$ cat src/rtl/keypad_pkg.sv
// Shared key codes and FSM encoding for keypad operand entry.
// Imported by the entry controller and its converter.
package keypad_pkg;

   localparam logic [3:0] KEY_NEG   = 4'd10;
   localparam logic [3:0] KEY_ENTER = 4'd11;
   localparam logic [3:0] KEY_CLR   = 4'd12;

   typedef enum logic [1:0] {
      ENTRY_A,
      ENTRY_B,
      CONVERT,
      PRESENT
   } state_t;

   function automatic logic is_digit(input logic [3:0] k);
      return k <= 4'd9;
   endfunction

endpackage

$ cat src/rtl/bcd_to_bin_seq.sv
// Sequential BCD to signed binary converter, one digit per cycle,
// most-significant digit first, multiply by ten with shifts only.
module bcd_to_bin_seq
   import keypad_pkg::*;
#(
   parameter int NUM_DIGITS = 3,
   parameter int OUT_W      = 12,
   parameter int CNT_W      = 2
) (
   input  logic                    clk,
   input  logic                    rst,
   input  logic                    start,
   input  logic [4*NUM_DIGITS-1:0] bcd,
   input  logic [CNT_W-1:0]        count,
   input  logic                    neg,
   output logic                    done,
   output logic [OUT_W-1:0]        result
);

   logic             busy_q, busy_d;
   logic [CNT_W-1:0] idx_q, idx_d;
   logic [OUT_W-1:0] acc_q, acc_d;
   logic [3:0]       digit;
   logic [OUT_W-1:0] acc_nxt;

   // Accumulate current digit; last digit produces signed result.
   always_comb begin
      busy_d  = busy_q;
      idx_d   = idx_q;
      acc_d   = acc_q;
      digit   = 4'(bcd >> (4 * idx_q));
      acc_nxt = (acc_q << 3) + (acc_q << 1) + OUT_W'(digit);
      done    = busy_q && (idx_q == '0);
      result  = neg ? -acc_nxt : acc_nxt;
      if (start) begin
         busy_d = 1'b1;
         idx_d  = count - 1'b1;
         acc_d  = '0;
      end else if (busy_q) begin
         acc_d = acc_nxt;
         if (idx_q == '0)
            busy_d = 1'b0;
         else
            idx_d = idx_q - 1'b1;
      end
   end

   // Converter registers; reset discards a partial conversion.
   always_ff @(posedge clk) begin
      if (!rst) begin
         busy_q <= 1'b0;
         idx_q  <= '0;
         acc_q  <= '0;
      end else begin
         busy_q <= busy_d;
         idx_q  <= idx_d;
         acc_q  <= acc_d;
      end
   end

endmodule

$ cat src/rtl/keypad_operand_ctrl.sv
// Keypad operand entry FSM: builds signed decimal operands A and B
// and presents the pair downstream on a valid/ready handshake.
module keypad_operand_ctrl
   import keypad_pkg::*;
#(
   parameter int NUM_DIGITS = 3,
   parameter int OUT_W      = 12
) (
   input  logic                    clk_div,
   input  logic                    rst,
   input  logic [3:0]              num,
   input  logic                    load_num,
   output logic [OUT_W-1:0]        op_a,
   output logic [OUT_W-1:0]        op_b,
   output logic                    op_valid,
   input  logic                    op_ready,
   output logic [4*NUM_DIGITS-1:0] entry_bcd,
   output logic                    entry_neg,
   output logic                    entry_sel,
   output logic                    key_err
);

   localparam int CNT_W = $clog2(NUM_DIGITS + 1);
   localparam int BCD_W = 4 * NUM_DIGITS;

   state_t           state_q, state_d;
   logic [BCD_W-1:0] bcd_q, bcd_d;
   logic [CNT_W-1:0] cnt_q, cnt_d;
   logic             neg_q, neg_d;
   logic             sel_q, sel_d;
   logic             err_q, err_d;
   logic [OUT_W-1:0] op_a_q, op_a_d;
   logic [OUT_W-1:0] op_b_q, op_b_d;
   logic             conv_start;
   logic             conv_done;
   logic [OUT_W-1:0] conv_res;

   bcd_to_bin_seq #(
      .NUM_DIGITS(NUM_DIGITS),
      .OUT_W     (OUT_W),
      .CNT_W     (CNT_W)
   ) u_conv (
      .clk   (clk_div),
      .rst   (rst),
      .start (conv_start),
      .bcd   (bcd_q),
      .count (cnt_q),
      .neg   (neg_q),
      .done  (conv_done),
      .result(conv_res)
   );

   // Next state: key decode in entry states, writeback, handshake.
   always_comb begin
      state_d    = state_q;
      bcd_d      = bcd_q;
      cnt_d      = cnt_q;
      neg_d      = neg_q;
      sel_d      = sel_q;
      err_d      = 1'b0;
      op_a_d     = op_a_q;
      op_b_d     = op_b_q;
      conv_start = 1'b0;
      unique case (state_q)
         ENTRY_A, ENTRY_B: begin
            if (load_num) begin
               unique case (1'b1)
                  is_digit(num): begin
                     if (cnt_q == CNT_W'(NUM_DIGITS)) begin
                        err_d = 1'b1;
                     end else begin
                        bcd_d = BCD_W'({bcd_q, num});
                        cnt_d = cnt_q + 1'b1;
                     end
                  end
                  (num == KEY_NEG): neg_d = ~neg_q;
                  (num == KEY_ENTER): begin
                     if (cnt_q == '0) begin
                        err_d = 1'b1;
                     end else begin
                        state_d    = CONVERT;
                        conv_start = 1'b1;
                     end
                  end
                  (num == KEY_CLR): begin
                     if (cnt_q != '0 || neg_q) begin
                        bcd_d = '0;
                        cnt_d = '0;
                        neg_d = 1'b0;
                     end else if (state_q == ENTRY_B) begin
                        state_d = ENTRY_A;
                        sel_d   = 1'b0;
                        op_a_d  = '0;
                     end
                  end
                  default: ;
               endcase
            end
         end
         CONVERT: begin
            if (conv_done) begin
               bcd_d = '0;
               cnt_d = '0;
               neg_d = 1'b0;
               if (sel_q) begin
                  op_b_d  = conv_res;
                  state_d = PRESENT;
               end else begin
                  op_a_d  = conv_res;
                  sel_d   = 1'b1;
                  state_d = ENTRY_B;
               end
            end
         end
         PRESENT: begin
            if (op_ready) begin
               state_d = ENTRY_A;
               sel_d   = 1'b0;
            end
         end
         default: state_d = ENTRY_A;
      endcase
   end

   // State and entry registers with synchronous active-low reset.
   always_ff @(posedge clk_div) begin
      if (!rst) begin
         state_q <= ENTRY_A;
         bcd_q   <= '0;
         cnt_q   <= '0;
         neg_q   <= 1'b0;
         sel_q   <= 1'b0;
         err_q   <= 1'b0;
         op_a_q  <= '0;
         op_b_q  <= '0;
      end else begin
         state_q <= state_d;
         bcd_q   <= bcd_d;
         cnt_q   <= cnt_d;
         neg_q   <= neg_d;
         sel_q   <= sel_d;
         err_q   <= err_d;
         op_a_q  <= op_a_d;
         op_b_q  <= op_b_d;
      end
   end

   assign op_a      = op_a_q;
   assign op_b      = op_b_q;
   assign op_valid  = (state_q == PRESENT);
   assign entry_bcd = bcd_q;
   assign entry_neg = neg_q;
   assign entry_sel = sel_q;
   assign key_err   = err_q;

endmodule
$ cat config.mk
export PLATFORM = sky130hd
export DESIGN_NAME = keypad_operand_ctrl
export DESIGN_NICKNAME = d
export VERILOG_FILES = /design/src/rtl/keypad_pkg.sv /design/src/rtl/bcd_to_bin_seq.sv /design/src/rtl/keypad_operand_ctrl.sv
export SDC_FILE = /design/constraint.sdc
export NUM_CORES = 1
export LEC_CHECK = 0
export CORE_MARGIN = 3
export CORE_UTILIZATION = 25
export CTS_CLUSTER_SIZE = 25
export DETAILED_ROUTE_END_ITERATION = 10
export PLACE_DENSITY = 0.54
export REMOVE_ABC_BUFFERS = 1
export SETUP_SLACK_MARGIN = 0.15
export SLEW_MARGIN = 25
export SYNTH_ARGS = -nofsm -noshare
export SYNTH_HDL_FRONTEND = slang
export SYNTH_SLANG_ARGS = --single-unit
$ cat constraint.sdc
create_clock -name clk_div -period 5.4 [get_ports clk_div]
set_input_delay 1.62 -clock clk_div [delete_from_list [all_inputs] [get_ports clk_div]]
set_output_delay 1.62 -clock clk_div [all_outputs]
set_load 0.02 [all_outputs]
==> results_dict.tcl <==
set metrics [dict create \
    outcome "finished clean" \
    diodes 0 \
    antenna_violations_before_repair 0 \
    irDropWorstVdd_mv 0.147 \
    finish.utilization_pct 33.0 \
    port_buffers 47 \
    first_pass_iters 4 \
    post_synth_most_frequent_cells "sky130_fd_sc_hd__dfxtp_1 (57), sky130_fd_sc_hd__nor2_1 (46), sky130_fd_sc_hd__a21oi_1 (31)" \
    pre_cts_slack_ns 1.49 \
    min_period_ns 3.94 \
    yosysUniqueCellTypes 47 \
    worst_slew_pin_slew_ns 0.864 \
    syn2layout_area_growth_pct 28.6 \
    post_synth_and_or_nand_nor_area_fraction_pct 21.9 \
    rsz0062_at_grt "false" \
    clock_latency_ns 0.32 \
    slew_headroom_pct 42.4 \
    vias 2850 \
    synthTopCellsByArea "sky130_fd_sc_hd__dfxtp_1 (35%), sky130_fd_sc_hd__ha_1 (8.1%), sky130_fd_sc_hd__mux2i_1 (6.5%), sky130_fd_sc_hd__nor2_1 (5.3%), sky130_fd_sc_hd__a21oi_1 (4.8%)" \
    post_synth_mux_area_share_pct 7.16 \
    yosys_warnings 0 \
    fp.dieW_um 120 \
    cell_type_with_the_largest_total_area_after_synthesis "sky130_fd_sc_hd__dfxtp_1" \
    worst-endpoint-arrival_ns 4.11 \
    synth_most_common_cell "sky130_fd_sc_hd__dfxtp_1" \
    crit_path_start_kind "register" \
    final-instance-count-excl-fill 605 \
    postSynthCellCount 386 \
    detailedPlacementHpwl_um 5800 \
    post-synth-top-area-fraction_pct 35.1 \
    synth-compound-area-share_pct 17.7 \
    cts.htree.levels 3 \
    tritoncts "built" \
    final_min_period_over_clock_period_pct 72.9 \
    post_cts.repair.setup_buffers 0 \
    layout_cells_sized_above_1_pct 6.47 \
    clock_sinks 57 \
    rows 41 \
    syn_avg_cell_area_um2 8.42 \
    clock-skew-final_ns 0.00708 \
    synth_top_flop_cell "sky130_fd_sc_hd__dfxtp_1" \
    crit_path_end_kind "register" \
    synth-adder-area-share_pct 9.32 \
    mappedNetlistArea_um2 3250 \
    grt_first_pass_wirelength_um 13500 \
    timing.final.ws_setup_ns 1.46 \
    die_area_um2 14400 \
    grt_use_total_pct 11.5 \
    drv_slew 0 \
    cts_hold_buf 0 \
    dp.cells 589 \
    ctsLongestPathBuffers 2 \
    hold-worst-slack_ns 0.463 \
    timing.fmax_ghz 0.254 \
    critPathMaxFanout 10 \
    timing.final.setup_violations 0 \
    combinational_family_with_the_most_area_after_synthesis "simple AND/OR/NAND/NOR gates" \
    initial_core_util_pct 25.6 \
    detail_route.iter0.violations 169 \
    drv_cap 0 \
    worst_setup_path_class "reg2reg" \
    fp.coreArea_um2 12700 \
    drc_errors 0 \
    cts_root_buffer "sky130_fd_sc_hd__clkbuf_16" \
    leakagePower_nw 1.54 \
    cts.repair.resized 0 \
    wl_per_cell_um 13.1 \
    synth_xor_area_share_pct 4.58 \
    nets 459 \
    synth_edf_count 0 \
    grt_max_degree 39 \
    timing.final.hold_violations 0 \
    first_global_vias 2783 \
    synth_async_sr_flop_share_pct 0 \
    detail_route.vias_per_cell 4.71 \
    yosys_register_bits 57 \
    synth_seq_area_share_pct 35.1 \
    fin_setup_tns_ns 0 \
    hold_class "reg2reg" \
    route.antenna.remaining_nets 0 \
    worstPathRequired_ns 5.58 \
    cts_made_buffers 9 \
    power_density_nw_per_um2 256 \
    place_congestion 0.854 \
    fp.dieH_um 120 \
    pin_count 48 \
    grt.overflow.total 0 \
    totalWireLength_um 7950 \
    clk_transition_reported_paths_ns 0.05 \
]
## path summary, 6_finish.rpt
path / start / to / slack [ns] / depth (start not counted)
max: u_conv.idx_q[0] / op_b[11] / 1.46 / 11
max reg2reg: u_conv.idx_q[0] / op_b[11] / 1.46 / 11
min reg2reg: op_a[5] / op_a[5] / 0.46 / 2
min: op_a[5] / op_a[5] / 0.46 / 2
## sequential cells by signal, indices dropped and copies added (netlist names), 2 cells and up
| register | count |
|---|---|
| u_conv.idx_q | 2 |
| op_a | 12 |
| cnt_q | 2 |
| state_q | 2 |
| op_b | 12 |
| entry_bcd | 12 |
| u_conv.acc_q | 11 |
## layer usage
layer	up-vias	global-route usage [%]	wire length, um
li1	1454	-	-
met2	50	18.4	3710
met3	6	2.87	255
met4	0	3.72	61
met1	1340	15.1	3920
met5	-	0	0
## where the power goes
group / internal, mW / switching (mW)
sequential: 0.426 / 0.00527
combinational: 0.0347 / 0.0466
clock: 0.368 / 0.191
total: 0.828 / 0.243
## cell usage in the layout (no fill, tap or decap), types with 10 or more instances in the layout
cell type and n:
sky130_fd_sc_hd__nor2_1 46, sky130_fd_sc_hd__inv_1 12, sky130_fd_sc_hd__clkdlybuf4s50_1 47, sky130_fd_sc_hd__mux2i_1 21, sky130_fd_sc_hd__nand2b_1 22, sky130_fd_sc_hd__xnor2_1 10
sky130_fd_sc_hd__o21ai_0 17, sky130_fd_sc_hd__a21oi_1 31, sky130_fd_sc_hd__ha_1 21, sky130_fd_sc_hd__dfxtp_1 57, sky130_fd_sc_hd__nand3_1 24, sky130_fd_sc_hd__nand2_1 20
## stage by stage
| step | total power, mW | instance area [um^2] |
|---|---|---|
| 2_1_floorplan | 0.490 | 3160 |
| 6_report | 1.07 | 4180 |
| 3_3_place_gp | 0.520 | 3880 |
| 3_5_place_dp | 0.521 | 3880 |
| 5_1_grt | 1.11 | 4180 |
| 4_1_cts | 1.09 | 4170 |
## cell families after synthesis
group                    count (synthesis)
AND/OR/NAND/NOR                        143
AO/OA/AOI/OAI                           89
flip-flops                              57
multiplexers                            23
XOR/XNOR                                17
adder cells (fa/ha/maj)                 23
buffers and inverters                   34
## final cells by class
type / instances / area, um^2
inverters: 13 / 48.8
fillers: 1353 / 8490
clock buffers: 13 / 250
repair buffers: 52 / 508
well taps: 172 / 215
multi-input cells: 295 / 1980
clock inverters: 3 / 40.0
flip-flops and latches: 57 / 1140
## worst max-delay path: stages (launching register included)
cell                      delay [ns]
sky130_fd_sc_hd__dfxtp_1        0.55
sky130_fd_sc_hd__mux2i_1        0.26
sky130_fd_sc_hd__nor2_1         0.06
sky130_fd_sc_hd__a21oi_1        0.17
sky130_fd_sc_hd__fa_1           0.49
sky130_fd_sc_hd__fa_1           0.48
sky130_fd_sc_hd__xnor2_1        0.20
sky130_fd_sc_hd__or4_4          0.51
sky130_fd_sc_hd__or3_4          0.43
sky130_fd_sc_hd__o41ai_4        0.36
sky130_fd_sc_hd__xnor2_1        0.21
sky130_fd_sc_hd__a21oi_2        0.09
No activity file was read; power rests on OpenSTA's default activity.
